### src/rtl/board_tilemap.sv
// board_tilemap: 8x8 chessboard tile map with an Avalon-MM register file,
// a fill sequencer and a 2-stage pixel-to-sprite lookup pipeline.
module board_tilemap #(
    parameter int TILE = 60,
    parameter int X0 = 0,
    parameter int Y0 = 0,
    parameter int CODE_W = 4,
    parameter logic [CODE_W-1:0] EMPTY_CODE = CODE_W'(4'hc),
    parameter int PIX_W = 12
) (
    input  logic              CLK,
    input  logic              RESET_N,
    input  logic [9:0]        DrawX,
    input  logic [9:0]        DrawY,
    input  logic              AVL_READ,
    input  logic              AVL_WRITE,
    input  logic              AVL_CS,
    input  logic [6:0]        AVL_ADDR,
    input  logic [7:0]        AVL_WRITEDATA,
    output logic [7:0]        AVL_READDATA,
    output logic [PIX_W-1:0]  pixel_addr,
    output logic [CODE_W-1:0] img_addr,
    output logic              board_on,
    output logic              background_index,
    output logic [1:0]        hilite
);

    localparam logic [0:0] ST_IDLE = 1'b0;
    localparam logic [0:0] ST_FILL = 1'b1;
    localparam logic [9:0] X0_L = 10'(X0);
    localparam logic [9:0] Y0_L = 10'(Y0);
    localparam logic [9:0] T_L = 10'(TILE);
    localparam logic [9:0] BW_L = 10'(8 * TILE);
    localparam logic [11:0] T12 = 12'(TILE);

    function automatic logic [CODE_W-1:0] layout(input logic [5:0] i);
        logic [3:0] back;
        case (i[2:0])
            3'd0, 3'd7: back = 4'h6;
            3'd1, 3'd6: back = 4'h4;
            3'd2, 3'd5: back = 4'h2;
            3'd3:       back = 4'h8;
            default:    back = 4'ha;
        endcase
        case (i[5:3])
            3'd0:    layout = CODE_W'(back);
            3'd1:    layout = '0;
            3'd6:    layout = CODE_W'(4'h1);
            3'd7:    layout = CODE_W'(back + 4'h1);
            default: layout = EMPTY_CODE;
        endcase
    endfunction

    logic [CODE_W-1:0] cell_q [64];
    logic [CODE_W-1:0] cell_d [64];
    logic [0:0] st_q, st_d;
    logic [5:0] idx_q, idx_d;
    logic init_q, init_d;
    logic [6:0] sel_q, sel_d;
    logic [6:0] cur_q, cur_d;
    logic [7:0] rdata_q, rdata_d;

    logic on1_q, on1_d;
    logic [2:0] bx1_q, bx1_d, by1_q, by1_d;
    logic [5:0] ox1_q, ox1_d, oy1_q, oy1_d;
    logic on2_q, on2_d;
    logic [PIX_W-1:0] pa_q, pa_d;
    logic [CODE_W-1:0] img_q, img_d;
    logic bg_q, bg_d;
    logic [1:0] hl_q, hl_d;

    logic wr, rd, busy;
    logic [10:0] dx, dy;
    logic [5:0] sq;
    logic [11:0] pa_full;

    assign wr = AVL_CS & AVL_WRITE;
    assign rd = AVL_CS & AVL_READ;
    assign busy = (st_q == ST_FILL);

    always_comb begin
        cell_d = cell_q;
        st_d = st_q;
        idx_d = idx_q;
        init_d = init_q;
        sel_d = sel_q;
        cur_d = cur_q;
        rdata_d = rdata_q;
        // Reads see the array before this cycle's writes land.
        if (rd) begin
            unique case (1'b1)
                !AVL_ADDR[6]:       rdata_d = 8'(cell_q[AVL_ADDR[5:0]]);
                AVL_ADDR == 7'd65: rdata_d = {7'd0, busy};
                AVL_ADDR == 7'd66: rdata_d = {1'b0, sel_q};
                AVL_ADDR == 7'd67: rdata_d = {1'b0, cur_q};
                default:           rdata_d = 8'd0;
            endcase
        end
        if (wr) begin
            unique case (1'b1)
                !AVL_ADDR[6]: begin
                    if (!busy) cell_d[AVL_ADDR[5:0]] = CODE_W'(AVL_WRITEDATA);
                end
                AVL_ADDR == 7'd64: begin
                    if (!busy && (AVL_WRITEDATA[1:0] != 2'b00)) begin
                        st_d = ST_FILL;
                        idx_d = 6'd0;
                        init_d = AVL_WRITEDATA[0];
                    end
                end
                AVL_ADDR == 7'd66: sel_d = AVL_WRITEDATA[6:0];
                AVL_ADDR == 7'd67: cur_d = AVL_WRITEDATA[6:0];
                default: ;
            endcase
        end
        if (busy) begin
            cell_d[idx_q] = init_q ? layout(idx_q) : EMPTY_CODE;
            idx_d = idx_q + 6'd1;
            if (idx_q == 6'd63) st_d = ST_IDLE;
        end
    end

    always_comb begin
        // 11-bit difference: bit 10 flags a pixel left of / above the origin.
        dx = {1'b0, DrawX} - {1'b0, X0_L};
        dy = {1'b0, DrawY} - {1'b0, Y0_L};
        on1_d = !dx[10] && (dx[9:0] < BW_L) && !dy[10] && (dy[9:0] < BW_L);
        bx1_d = on1_d ? 3'(dx[9:0] / T_L) : 3'd0;
        by1_d = on1_d ? 3'(dy[9:0] / T_L) : 3'd0;
        ox1_d = on1_d ? 6'(dx[9:0] % T_L) : 6'd0;
        oy1_d = on1_d ? 6'(dy[9:0] % T_L) : 6'd0;
        sq = {by1_q, bx1_q};
        pa_full = 12'(oy1_q) * T12 + 12'(ox1_q);
        on2_d = on1_q;
        pa_d = on1_q ? PIX_W'(pa_full) : '0;
        img_d = on1_q ? cell_q[sq] : EMPTY_CODE;
        bg_d = on1_q & (bx1_q[0] ^ by1_q[0]);
        hl_d[0] = on1_q & sel_q[6] & (sel_q[5:0] == sq);
        hl_d[1] = on1_q & cur_q[6] & (cur_q[5:0] == sq);
    end

    always_ff @(posedge CLK or negedge RESET_N) begin
        if (!RESET_N) begin
            for (int i = 0; i < 64; i++) cell_q[i] <= layout(6'(i));
            st_q <= ST_IDLE;
            idx_q <= 6'd0;
            init_q <= 1'b0;
            sel_q <= 7'd0;
            cur_q <= 7'd0;
            rdata_q <= 8'd0;
            on1_q <= 1'b0;
            bx1_q <= 3'd0;
            by1_q <= 3'd0;
            ox1_q <= 6'd0;
            oy1_q <= 6'd0;
            on2_q <= 1'b0;
            pa_q <= '0;
            img_q <= EMPTY_CODE;
            bg_q <= 1'b0;
            hl_q <= 2'b00;
        end else begin
            cell_q <= cell_d;
            st_q <= st_d;
            idx_q <= idx_d;
            init_q <= init_d;
            sel_q <= sel_d;
            cur_q <= cur_d;
            rdata_q <= rdata_d;
            on1_q <= on1_d;
            bx1_q <= bx1_d;
            by1_q <= by1_d;
            ox1_q <= ox1_d;
            oy1_q <= oy1_d;
            on2_q <= on2_d;
            pa_q <= pa_d;
            img_q <= img_d;
            bg_q <= bg_d;
            hl_q <= hl_d;
        end
    end

    assign AVL_READDATA = rdata_q;
    assign pixel_addr = pa_q;
    assign img_addr = img_q;
    assign board_on = on2_q;
    assign background_index = bg_q;
    assign hilite = hl_q;

endmodule

### config.mk
export PLATFORM = sky130hd
export DESIGN_NAME = board_tilemap
export DESIGN_NICKNAME = d
export VERILOG_FILES = /design/src/rtl/board_tilemap.sv
export SDC_FILE = /design/constraint.sdc
export NUM_CORES = 1
export LEC_CHECK = 0
export ABC_AREA = 1
export CAP_MARGIN = 5
export CORE_ASPECT_RATIO = 0.5
export CORE_MARGIN = 2
export CORE_UTILIZATION = 30
export CTS_BUF_LIST = sky130_fd_sc_hd__clkbuf_16
export CTS_CLUSTER_SIZE = 28
export DETAILED_ROUTE_END_ITERATION = 8
export GPL_ROUTABILITY_DRIVEN = 0
export PLACE_DENSITY_LB_ADDON = 0.15
export REMOVE_ABC_BUFFERS = 1
export SYNTH_ARGS = -nofsm -noshare
export SYNTH_HDL_FRONTEND = slang
export SYNTH_SLANG_ARGS = --single-unit
### constraint.sdc
create_clock -name CLK -period 5 [get_ports CLK]
set_input_delay 1 -clock CLK [delete_from_list [all_inputs] [get_ports CLK]]
set_output_delay 1 -clock CLK [all_outputs]
set_load 0.05 [all_outputs]
==> summary.txt <==
Outcome
  – Status: finished clean

Synth
  – Flip-flop cell with the highest count after synthesis: sky130_fd_sc_hd__dfrtp_1
  – Post-synthesis instance total: 2669
  – Cell types with the largest area share after synthesis: sky130_fd_sc_hd__dfrtp_1, sky130_fd_sc_hd__dfstp_2, sky130_fd_sc_hd__o21ai_0, sky130_fd_sc_hd__nand2_1, sky130_fd_sc_hd__a21oi_1
  – Syn. warnings: 0
  – Biggest area consumer among synthesized cells: sky130_fd_sc_hd__dfrtp_1
  – Synth Register Bits: 324
  – Post-synth top area share: 27.7%
  – Number of enable flip-flop cells after synthesis: 0
  – Count of cell types in the netlist: 53
  – Async SR Flop Fraction: 100%
  – Cell area after technology mapping: 19800 um2
  – Part of the Yosys area used for sequential elements: 41.5%
  – Avg Synthesized Cell Area: 7.43 um2

Timing
  – Worst hold slack: 0.443 ns
  – Endpoints failing hold: 0
  – Total negative slack for setup checks: 0 ns
  – Min cycle time layout: 4.04 ns
  – Worst slew margin relative to its limit: 10.5%
  – Setup-failing EPs final: 0
  – F_max: 0.248 GHz
  – Unrepaired setup endpoints after global routing: false
  – Period Utilization, post-route: 80.7%
  – Transition time at the pin with the least slew margin: 1.34 ns
  – Max-slew violation count: 0
  – Fin Clk Skew: 0.0330 ns

Critical path
  – Crit path required time: 5.49 ns
  – Reg-to-Reg End: pixel_addr[10]
  – Crit-path max FO: 9
  – Category of the most critical setup path: input pin to flop
  – Reg-to-reg critical path startpoint: oy1_q[2]
  – Cell with the biggest individual delay on the critical path: sky130_fd_sc_hd__nor2_1
  – Cell family with the largest share of critical-path delay: simple AND/OR/NAND/NOR gates
  – Cells on worst reg2reg path: 14
  – Crit path buffers/inverters: 3
  – Critical path endpoint category: flop
  – Critical path startpoint category: input pin
  – CP Cell Sequence: clkdlybuf4s50_1, inv_1, nand2_1, nor2_1, buf_4, nand2_1, o2111ai_1, nor3_1, o31ai_1, o21ai_1, nand3_1, nand2_1, nand2_1
  – Setup slack of the worst register-to-register path: 1.39 ns
  – Cell seen most often among critical-path stages: sky130_fd_sc_hd__nand2_1
  – Total number of cells along the worst setup path: 13
  – Delay contributed by the slowest stage of the critical path: 0.99 ns
  – Crit path DAT: 4.52 ns
  – Setup crit end: AVL_READDATA[2]
  – Launching instance or port of the critical path: AVL_ADDR[2]

Detailed routing
  – First DRT Iteration DRCs: 2372
  – Number of vias in the routed layout: 20153
  – First-pass iteration count of the detailed router: 8
  – Wire length per cell: 23.6 um
  – Wire length reported by the detailed router: 85700 um
  – DRC violations left: 0
  – Detail Route Antenna Nets: 0
  – Routed via count divided by cell count: 5.55

Power and ir drop
  – Power per Cell Area: 325 nW/um2
  – Largest vdd supply drop: 0.244 mV
  – Leakage: 0.00998 uW

GRT
  – Wire length of the first global-routing pass: 128000 um
  – Maximum number of pins on one net before global-route repair: 120
  – Total overflow reported by the global router: 0
  – Antenna violations before repair: 4
  – Global routing usage summed across all routing layers: 24.9%
  – Number of global-route vias before repair: 19187

Clock tree
  – Resized Gates After CTS: 0
  – Library cell used as clock root buffer: sky130_fd_sc_hd__clkbuf_16
  – Number of clock buffers inserted by TritonCTS: 37
  – Hold-fix buffers, CTS: 0
  – Clock tree from TritonCTS: done
  – Clock edge transition at the registers on the reported setup and hold paths: 0.06 ns
  – Maximum clock path buffer count: 3
  – Max H-tree Level: 2
  – Clock sinks: 324
  – Clock Latency Late Sink: 0.57 ns
  – Count of buffers added by post-CTS timing repair for setup: 0

Placed design
  – Port buffer count: 65
  – Detailed-placement wirelength estimate: 59000 um

Final layout
  – Synthesis-to-finish area growth: 15.4%
  – Post-layout net count: 2795
  – Most used cells in the layout excluding fill and tap cells: sky130_fd_sc_hd__o21ai_0, sky130_fd_sc_hd__nand2_1, sky130_fd_sc_hd__inv_1, sky130_fd_sc_hd__a21oi_1, sky130_fd_sc_hd__dfrtp_1
  – Fillers: 6997
  – Most frequent standard cell in the layout excluding fill and tap cells: sky130_fd_sc_hd__o21ai_0
  – Ratio of cells with drive above 1 in the final layout: 11.4%

Hold path
  – Class of the tightest hold or removal check: flop to flop
  – Hold-critical path depth: 2

Floorplan
  – Number of top-level pins: 68
  – Starting density of the core: 30.4%
  – Die width: 368 um
  – Floorplan row count: 66
  – Area of the die: 68300 um2
  – Chip height: 186 um
  – Core area: 65200 um2

Job
  – Max-cap violations: 0
-- power by group --
group / total [uW] / internal, uW / switching (uW)
clock: 2630 / 1410 / 1210
combinational: 1620 / 503 / 1120
sequential: 3190 / 2950 / 241
-- cells in the mapped netlist (2+ instances only) --
| master | number |
|---|---|
| sky130_fd_sc_hd__buf_1 | 4 |
| sky130_fd_sc_hd__fa_1 | 10 |
| sky130_fd_sc_hd__o21a_1 | 3 |
| sky130_fd_sc_hd__o21ai_0 | 472 |
| sky130_fd_sc_hd__o311ai_0 | 3 |
| sky130_fd_sc_hd__nor2_1 | 206 |
| sky130_fd_sc_hd__ha_1 | 26 |
| sky130_fd_sc_hd__o2111ai_1 | 12 |
| sky130_fd_sc_hd__inv_2 | 8 |
| sky130_fd_sc_hd__o211ai_1 | 103 |
| sky130_fd_sc_hd__o221ai_1 | 8 |
| sky130_fd_sc_hd__o21bai_2 | 2 |
| sky130_fd_sc_hd__nand2_2 | 18 |
| sky130_fd_sc_hd__xor2_1 | 6 |
| sky130_fd_sc_hd__clkinv_1 | 5 |
| sky130_fd_sc_hd__dfstp_2 | 104 |
| sky130_fd_sc_hd__nor2_4 | 6 |
| sky130_fd_sc_hd__dfrtp_1 | 220 |
| sky130_fd_sc_hd__inv_1 | 282 |
| sky130_fd_sc_hd__o22ai_1 | 82 |
| sky130_fd_sc_hd__a21oi_1 | 294 |
| sky130_fd_sc_hd__o31ai_1 | 3 |
| sky130_fd_sc_hd__nor3_2 | 3 |
| sky130_fd_sc_hd__nor4_1 | 3 |
| sky130_fd_sc_hd__nand2_4 | 3 |
| sky130_fd_sc_hd__o21ai_2 | 2 |
| sky130_fd_sc_hd__xnor2_1 | 5 |
| sky130_fd_sc_hd__clkbuf_1 | 124 |
| sky130_fd_sc_hd__nand2_1 | 453 |
| sky130_fd_sc_hd__nand3_1 | 70 |
| sky130_fd_sc_hd__buf_2 | 10 |
| sky130_fd_sc_hd__nand3_2 | 5 |
| sky130_fd_sc_hd__a22o_1 | 7 |
| sky130_fd_sc_hd__a221oi_1 | 21 |
| sky130_fd_sc_hd__nor3_1 | 15 |
| sky130_fd_sc_hd__o21ai_1 | 11 |
| sky130_fd_sc_hd__o21bai_1 | 2 |
| sky130_fd_sc_hd__nand4_1 | 12 |
| sky130_fd_sc_hd__nor2_2 | 9 |
| sky130_fd_sc_hd__a211oi_1 | 12 |
| sky130_fd_sc_hd__a31oi_1 | 13 |
-- registers in the layout, indices dropped and copies added (netlist names), 2 cells and up --
register,flops
bx1_q,3
cell_q,256
img_addr,4
pixel_addr,12
oy1_q,6
idx_q,6
cur_q,7
ox1_q,6
by1_q,3
hilite,2
sel_q,7
AVL_READDATA,7
-- worst reg2reg max path, cell delays in order (launching register included) --
cell and delay [ns]:
sky130_fd_sc_hd__dfrtp_1 0.47, sky130_fd_sc_hd__fa_1 0.54, sky130_fd_sc_hd__inv_1 0.05, sky130_fd_sc_hd__fa_1 0.47, sky130_fd_sc_hd__fa_1 0.49, sky130_fd_sc_hd__inv_1 0.04, sky130_fd_sc_hd__ha_1 0.30, sky130_fd_sc_hd__inv_1 0.06
sky130_fd_sc_hd__o31ai_1 0.37, sky130_fd_sc_hd__nand2_1 0.10, sky130_fd_sc_hd__nor2_1 0.15, sky130_fd_sc_hd__nand2_1 0.08, sky130_fd_sc_hd__nor2_1 0.13, sky130_fd_sc_hd__xor2_1 0.15, sky130_fd_sc_hd__nor2_1 0.06
-- worst min path at each step --
stage                         from             to  slack (ns)
after global placement    ox1_q[1]  pixel_addr[1]        0.42
after floorplan           ox1_q[0]  pixel_addr[0]        0.41
after CTS                 ox1_q[1]  pixel_addr[1]        0.44
final                     ox1_q[1]  pixel_addr[1]        0.44
after detailed placement  ox1_q[1]  pixel_addr[1]        0.43
after global routing      ox1_q[1]  pixel_addr[1]        0.49
-- logic make-up after synthesis --
kind of cell               synth area share, %
AOI/OAI and AO/OA                         30.0
and+or+nand+nor                           17.0
buffers and inverters                     8.29
DFF                                       41.5
adders and majority gates                 2.65
xor gates and xnor gates                 0.486
other                                   0.0189
muxes                                   0.0504
-- layout make-up --
| class | count | area (um2) | area share (%) |
|---|---|---|---|
| Timing Repair Buffer | 150 | 1340 | 5.86 |
| Multi-Input combinational cell | 1911 | 9980 | 43.6 |
| Inverter | 295 | 1110 | 4.84 |
| Tap cell | 884 | 1110 | 4.83 |
| Clock buffer | 39 | 976 | 4.26 |
| Sequential cell | 324 | 8240 | 36.0 |
| Clock inverter | 29 | 138 | 0.601 |
| Antenna cell | 2 | 5.00 | 0.0219 |
-- through the flow --
step	power [uW]	util, %	setup WS [ns]	instance area, um2	instances
2_1_floorplan	4090	-	-0.350	19300	2530
5_1_grt	7790	35.1	0.912	22900	3632
3_5_place_dp	4810	33.4	0.571	21800	3564
6_report	7440	35.1	0.963	22900	3634
4_1_cts	7460	35.1	1.12	22900	3632
3_3_place_gp	4800	33.4	0.596	21800	3564
-- metal layers --
metal / share of wire, % / GRT usage (%)
met2: 43 / 38.5
met5: 0 / 0
met3: 8.8 / 4.63
met4: 2.7 / 6.73
met1: 45 / 35.6
No activity file was read; power rests on OpenSTA's default activity.
